### src/rtl/fsm_monitor.sv
// Passive observer of the {i2,i1} -> o Mealy controller link: tracks the set of
// controller states consistent with the observed history, reports lock and mismatches.
module fsm_monitor #(
    parameter int KNOWN_RESET = 1,
    parameter int O_LAT       = 1,
    parameter int LOCK_RUN    = 2,
    parameter int CNT_W       = 8
) (
    input  logic             clk,
    input  logic             reset,
    input  logic             obs_valid,
    input  logic             obs_i1,
    input  logic             obs_i2,
    input  logic             obs_o,
    output logic [3:0]       cand_mask,
    output logic             locked,
    output logic [1:0]       state_est,
    output logic             mismatch,
    output logic [CNT_W-1:0] err_count
);

    localparam logic [3:0] RESET_MASK = (KNOWN_RESET != 0) ? 4'b0001 : 4'b1111;
    localparam logic [3:0] RUN_MAX    = 4'(LOCK_RUN);

    logic       al_valid;
    logic [1:0] al_inp;
    logic [3:0] run;
    logic [3:0] nm;
    logic [3:0] run_next;
    logic [2:0] ent;
    logic [1:0] nm_low;

    // Delay the input pair so it lines up with the output bit it produced.
    generate
        if (O_LAT == 0) begin : g_no_pipe
            assign al_valid = obs_valid;
            assign al_inp   = {obs_i2, obs_i1};
        end else begin : g_pipe
            logic [2:0] pipe [O_LAT];
            always_ff @(posedge clk) begin
                if (reset) begin
                    for (int i = 0; i < O_LAT; i++) pipe[i] <= '0;
                end else begin
                    pipe[0] <= {obs_valid, obs_i2, obs_i1};
                    for (int i = 1; i < O_LAT; i++) pipe[i] <= pipe[i-1];
                end
            end
            assign al_valid = pipe[O_LAT-1][2];
            assign al_inp   = pipe[O_LAT-1][1:0];
        end
    endgenerate

    // Controller protocol: returns {next_state, o} for (state, {i2,i1}).
    function automatic logic [2:0] proto(input logic [1:0] s, input logic [1:0] inp);
        case ({s, inp})
            4'b0000: proto = 3'b000;
            4'b0001: proto = 3'b111;
            4'b0010: proto = 3'b010;
            4'b0011: proto = 3'b100;
            4'b0100: proto = 3'b011;
            4'b0101: proto = 3'b010;
            4'b0110: proto = 3'b101;
            4'b0111: proto = 3'b001;
            4'b1000: proto = 3'b110;
            4'b1001: proto = 3'b101;
            4'b1010: proto = 3'b110;
            4'b1011: proto = 3'b011;
            4'b1100: proto = 3'b001;
            4'b1101: proto = 3'b111;
            4'b1110: proto = 3'b101;
            default: proto = 3'b011;
        endcase
    endfunction

    always_comb begin
        nm  = '0;
        ent = '0;
        for (int s = 0; s < 4; s++) begin
            ent = proto(2'(s), al_inp);
            if (cand_mask[s] && (ent[0] == obs_o)) nm[ent[2:1]] = 1'b1;
        end
        if ($onehot(nm)) run_next = (run == RUN_MAX) ? run : run + 4'd1;
        else             run_next = '0;
        if      (nm[0]) nm_low = 2'd0;
        else if (nm[1]) nm_low = 2'd1;
        else if (nm[2]) nm_low = 2'd2;
        else            nm_low = 2'd3;
    end

    always_ff @(posedge clk) begin
        if (reset) begin
            cand_mask <= RESET_MASK;
            locked    <= 1'b0;
            state_est <= 2'd0;
            mismatch  <= 1'b0;
            err_count <= '0;
            run       <= '0;
        end else if (al_valid) begin
            if (nm == 4'b0000) begin
                // No candidate explains the observation: count it and resync.
                mismatch  <= 1'b1;
                if (err_count != {CNT_W{1'b1}}) err_count <= err_count + CNT_W'(1);
                cand_mask <= 4'b1111;
                run       <= '0;
                locked    <= 1'b0;
                state_est <= 2'd0;
            end else begin
                mismatch  <= 1'b0;
                cand_mask <= nm;
                run       <= run_next;
                locked    <= (run_next == RUN_MAX);
                state_est <= (run_next == RUN_MAX) ? nm_low : 2'd0;
            end
        end else begin
            mismatch <= 1'b0;
        end
    end

endmodule

### config.mk
export PLATFORM = sky130hd
export DESIGN_NAME = fsm_monitor
export DESIGN_NICKNAME = d
export VERILOG_FILES = /design/src/rtl/fsm_monitor.sv
export SDC_FILE = /design/constraint.sdc
export NUM_CORES = 1
export LEC_CHECK = 0
export ABC_AREA = 1
export BUFFER_PORTS_ARGS = -buffer_cell sky130_fd_sc_hd__buf_2
export CORE_MARGIN = 2
export CORE_UTILIZATION = 55
export CTS_BUF_LIST = sky130_fd_sc_hd__clkbuf_8 sky130_fd_sc_hd__clkbuf_16
export DETAILED_ROUTE_END_ITERATION = 10
export PLACE_DENSITY = 0.8
export RECOVER_POWER = 50
export SETUP_SLACK_MARGIN = 0.1
export SLEW_MARGIN = 20
export SYNTH_ARGS = -nofsm -noshare
export SYNTH_HDL_FRONTEND = slang
export SYNTH_SLANG_ARGS = --single-unit
### constraint.sdc
create_clock -name clk -period 3.42 [get_ports clk]
set_input_delay 0.513 -clock clk [delete_from_list [all_inputs] [get_ports clk]]
set_output_delay 0.513 -clock clk [all_outputs]
set_load 0.01 [all_outputs]
==> impl_results.md <==
* Status: complete, no violations
* Cells after Synth at ~190
* Worst-path cell chain: inv_2, nor2_4, nand2_1, nand3_1, nor2_1, nor3_2, inv_1, fa_1, ha_1, ha_1, nor2_1, nand2_1, nor2_1, nand2_1, nor2_1, nand4_1, a21oi_1
* Congestion Overflow GR at 0
* Worst Path Required at around 3600 ps
* FILL cells at about 240
* Sw Share at between 30% and 40%
* Post-synthesis cell type count at 31
* Max cap viols at 0
* CP Max Fanout at 7
* Postcts setup bufs at 0
* I/O Pins at 22
* Share of layout cells above drive strength 1 at between 15 and 20%
* Startpoint types: flop
* Core Region at 2455 sq um
* Cell Rows at 18
* Max-Slew Margin vs Limit at 34.93%
* Routed length per instance at about 13 microns
* TritonCTS buffer count at 3
* Largest net degree at the start of global routing at 20
* VDD IR max at roughly 0.00028 V
* Min Clock Period, post-route at slightly below 3000 ps
* Antenna viol nets, final at 0
* 1st-iter DRT viols at 32
* Ys Warns at 0
* CTS tree: yes
* Leak pwr at 0.0006541 uW
* Metal3 WL at approximately 130 microns
* Part of the power in registers at 50.9%
* Pwr Density at 373.4 nW/um^2
* GRT Util Overall at a little under a quarter
* Clock Latency Late Sink at approximately 270 ps
* Clk sinks at 23
* Worst-path clk slew at roughly 80 ps
* Setup Crit Path Kind: flop to flop
* Most frequent cells in the layout: nand2_1 (36), nor2_1 (22), dfxtp_1 (21)
* Switching power at between 150 and 200 uW
* Via count of the first global-routing pass at around 1200
* Hold Path Class: input port to flop
* Final slew viol count at 0
* Highest-delay cell along the critical path: fa_1
* CTS H-tree depth at 1
* Critical path's most frequent cell: nor2_1
* Post-DP HPWL at 2200 microns
* Delay-heaviest family, CP: simple AND/OR/NAND/NOR gates
* Overall Power at 571.4 uW
* Internal power at just under 400 uW
* Router iterations before antenna repair at 4
* Peak Freq at 340.7 MHz
* Synthesis-to-layout area growth at 8.326%
* Die Y at between 50 and 60 microns
* Critical path arrival at about 3100 ps
* Top Metal Used: met4
* Antenna violations before repair at 0
* Placer's final routability congestion estimate at 0.8058
* Fin Clk Skew at roughly 4.7 ps
* Syn nets at 198
* Sequential fraction of the synthesis area at about a third
* Routed metal-1 wire length at roughly 1300 microns
* Synthesized cell area at around 1400 sq um
* Vias post-DR at 1317
* # port buffers at 21
* Hold WS at approximately 430 ps
* Tcrit/Tclk final at 85.81%
* Hold Fails Final Rpt at 0
* Starting Density at between 50% and 60%
* Post-Syn Area per Cell at 7.636 sq um
* Setup TNS at 0 ps
* First-pass GRT wire length at about 5000 microns
* Met2 wire length at 1435 microns
* Post-Route WL at just under 3000 microns
* CP Capture Type: flop
* Nets at 217
* Die width at 54.68 microns
* Clock root buffer: clkbuf_8
* Slew @ Worst Pin at around 980 ps
* Max incr delay on CP at between 400 and 500 ps
* Remaining DRCs at 0
* CP bufs+invs at 2
* RSZ-0062 raised after global routing: false
* Logic gate share of total power at 20.2%
* Commonest non-fill, non-tap cell in the layout: nand2_1
* Vias per cell at between 5 and 6
* Final setup fails at 0
* Post-synthesis register bit count at 23
* Clock buffer depth at 2
* Diode count at 0
* Clk pwr share at 29.0%
* Total Die Area at 2990 sq um
* Layout Utilization at a little over 60%
-- per-layer routing --
layer / track usage, % / up-vias
li1: - / 651
met1: 29.19 / 618
met2: 38.69 / 42
met3: 2.459 / 6
met4: 11.67 / 0
met5: 0 / -
-- cell families after synthesis --
kind of cell,Yosys count,synth area share [%]
simple gates,94,35.07
buf+inv,29,9.742
compound gates,28,13.37
flops,23,32.60
fa+ha+maj,7,6.732
xor+xnor,4,2.481
-- sequential cells by signal (all words and copies together) (netlist names) --
signal,count
locked,1
state_est,2
mismatch,1
cand_mask,4
run,4
err_count,8
g_pipe.pipe,3
-- per-stage QoR --
step | cell area [sq um] | worst slack (ps) | instances
after floorplan | 1413 | 591.2 | 185
after global placement | 1504 | 390.6 | 229
after detailed placement | 1504 | 253.4 | 229
after CTS | 1549 | 399.0 | 233
after global routing | 1530 | 141.9 | 233
final | 1530 | 485.3 | 233
-- synth_stat cells --
cell type / number / area, sq um
inv_2: 3 / 11.26
nand2_4: 2 / 22.52
o22ai_1: 1 / 6.260
clkbuf_1: 4 / 15.01
xor2_1: 1 / 8.760
fa_1: 1 / 20.02
nand2_2: 1 / 6.260
xnor2_1: 3 / 26.28
buf_12: 1 / 20.02
nand3b_4: 1 / 20.02
nand3_2: 5 / 50.05
buf_6: 1 / 11.26
o21ai_0: 3 / 15.01
nand4_2: 2 / 25.02
o2111ai_2: 1 / 15.01
nor3_2: 1 / 10.01
nor2_4: 2 / 22.52
buf_2: 1 / 5.000
nand2_1: 36 / 135.1
a31oi_1: 5 / 31.28
a21oi_1: 10 / 50.05
dfxtp_1: 23 / 460.4
inv_1: 18 / 67.56
clkbuf_4: 1 / 7.510
nand3_1: 13 / 65.06
nand4_1: 9 / 56.30
o211ai_2: 1 / 12.51
ha_1: 6 / 75.07
o211ai_1: 2 / 15.01
nor2_1: 22 / 82.58
a21oi_2: 5 / 43.79
-- power by group through the flow --
| stage | clock network [uW] | logic (uW) | registers [uW] |
|---|---|---|---|
| global placement | 0 | 112 | 295 |
| finish | 165 | 115 | 291 |
| global route | 181 | 132 | 292 |
| floorplan | 0 | 102 | 294 |
| CTS | 167 | 117 | 290 |
| detailed placement | 0 | 116 | 296 |
-- worst paths after layout --
kind                                              startpoint                            to  slack [ps]  depth (start not counted)
worst max-delay path            g_pipe.pipe[0][0]$_SDFF_PP0_     state_est[1]$_SDFFE_PP0P_         490                         17
worst min-delay path                                  obs_i2  g_pipe.pipe[0][1]$_SDFF_PP0_         430                          3
worst max register to register  g_pipe.pipe[0][0]$_SDFF_PP0_     state_est[1]$_SDFFE_PP0P_         490                         17
worst min register to register     state_est[0]$_SDFFE_PP0P_     state_est[0]$_SDFFE_PP0P_         480                          2
-- area by class of cell --
cell class	instances	area [sq um]	share of cell area, %
Multi-Input combinational cell	133	814.5	53.23
Tap cell	30	37.54	2.453
Timing Repair Buffer	22	91.34	5.969
Sequential cell	23	462.9	30.25
Inverter	21	78.83	5.151
Clock buffer	3	41.29	2.698
Clock inverter	1	3.754	0.2453
-- worst register-to-register path, cell delays in order (launching register included) --
cell and delay [ps]:
dfxtp_2 390, inv_2 90, nor2_4 120, nand2_1 60, nand3_1 60, nor2_1 50, nor3_2 180, inv_1 100
fa_1 460, ha_1 190, ha_1 260, nor2_1 100, nand2_1 90, nor2_1 130, nand2_1 70, nor2_1 180
nand4_1 150, a21oi_1 160
-- what timing repair did --
action	4_1_cts	5_1_grt
endpoints found under the hold margin	0	0
gates resized for setup	0	2
hold buffers	0	0
setup endpoints to repair	0	1
Power figures use the tool's default switching activity.
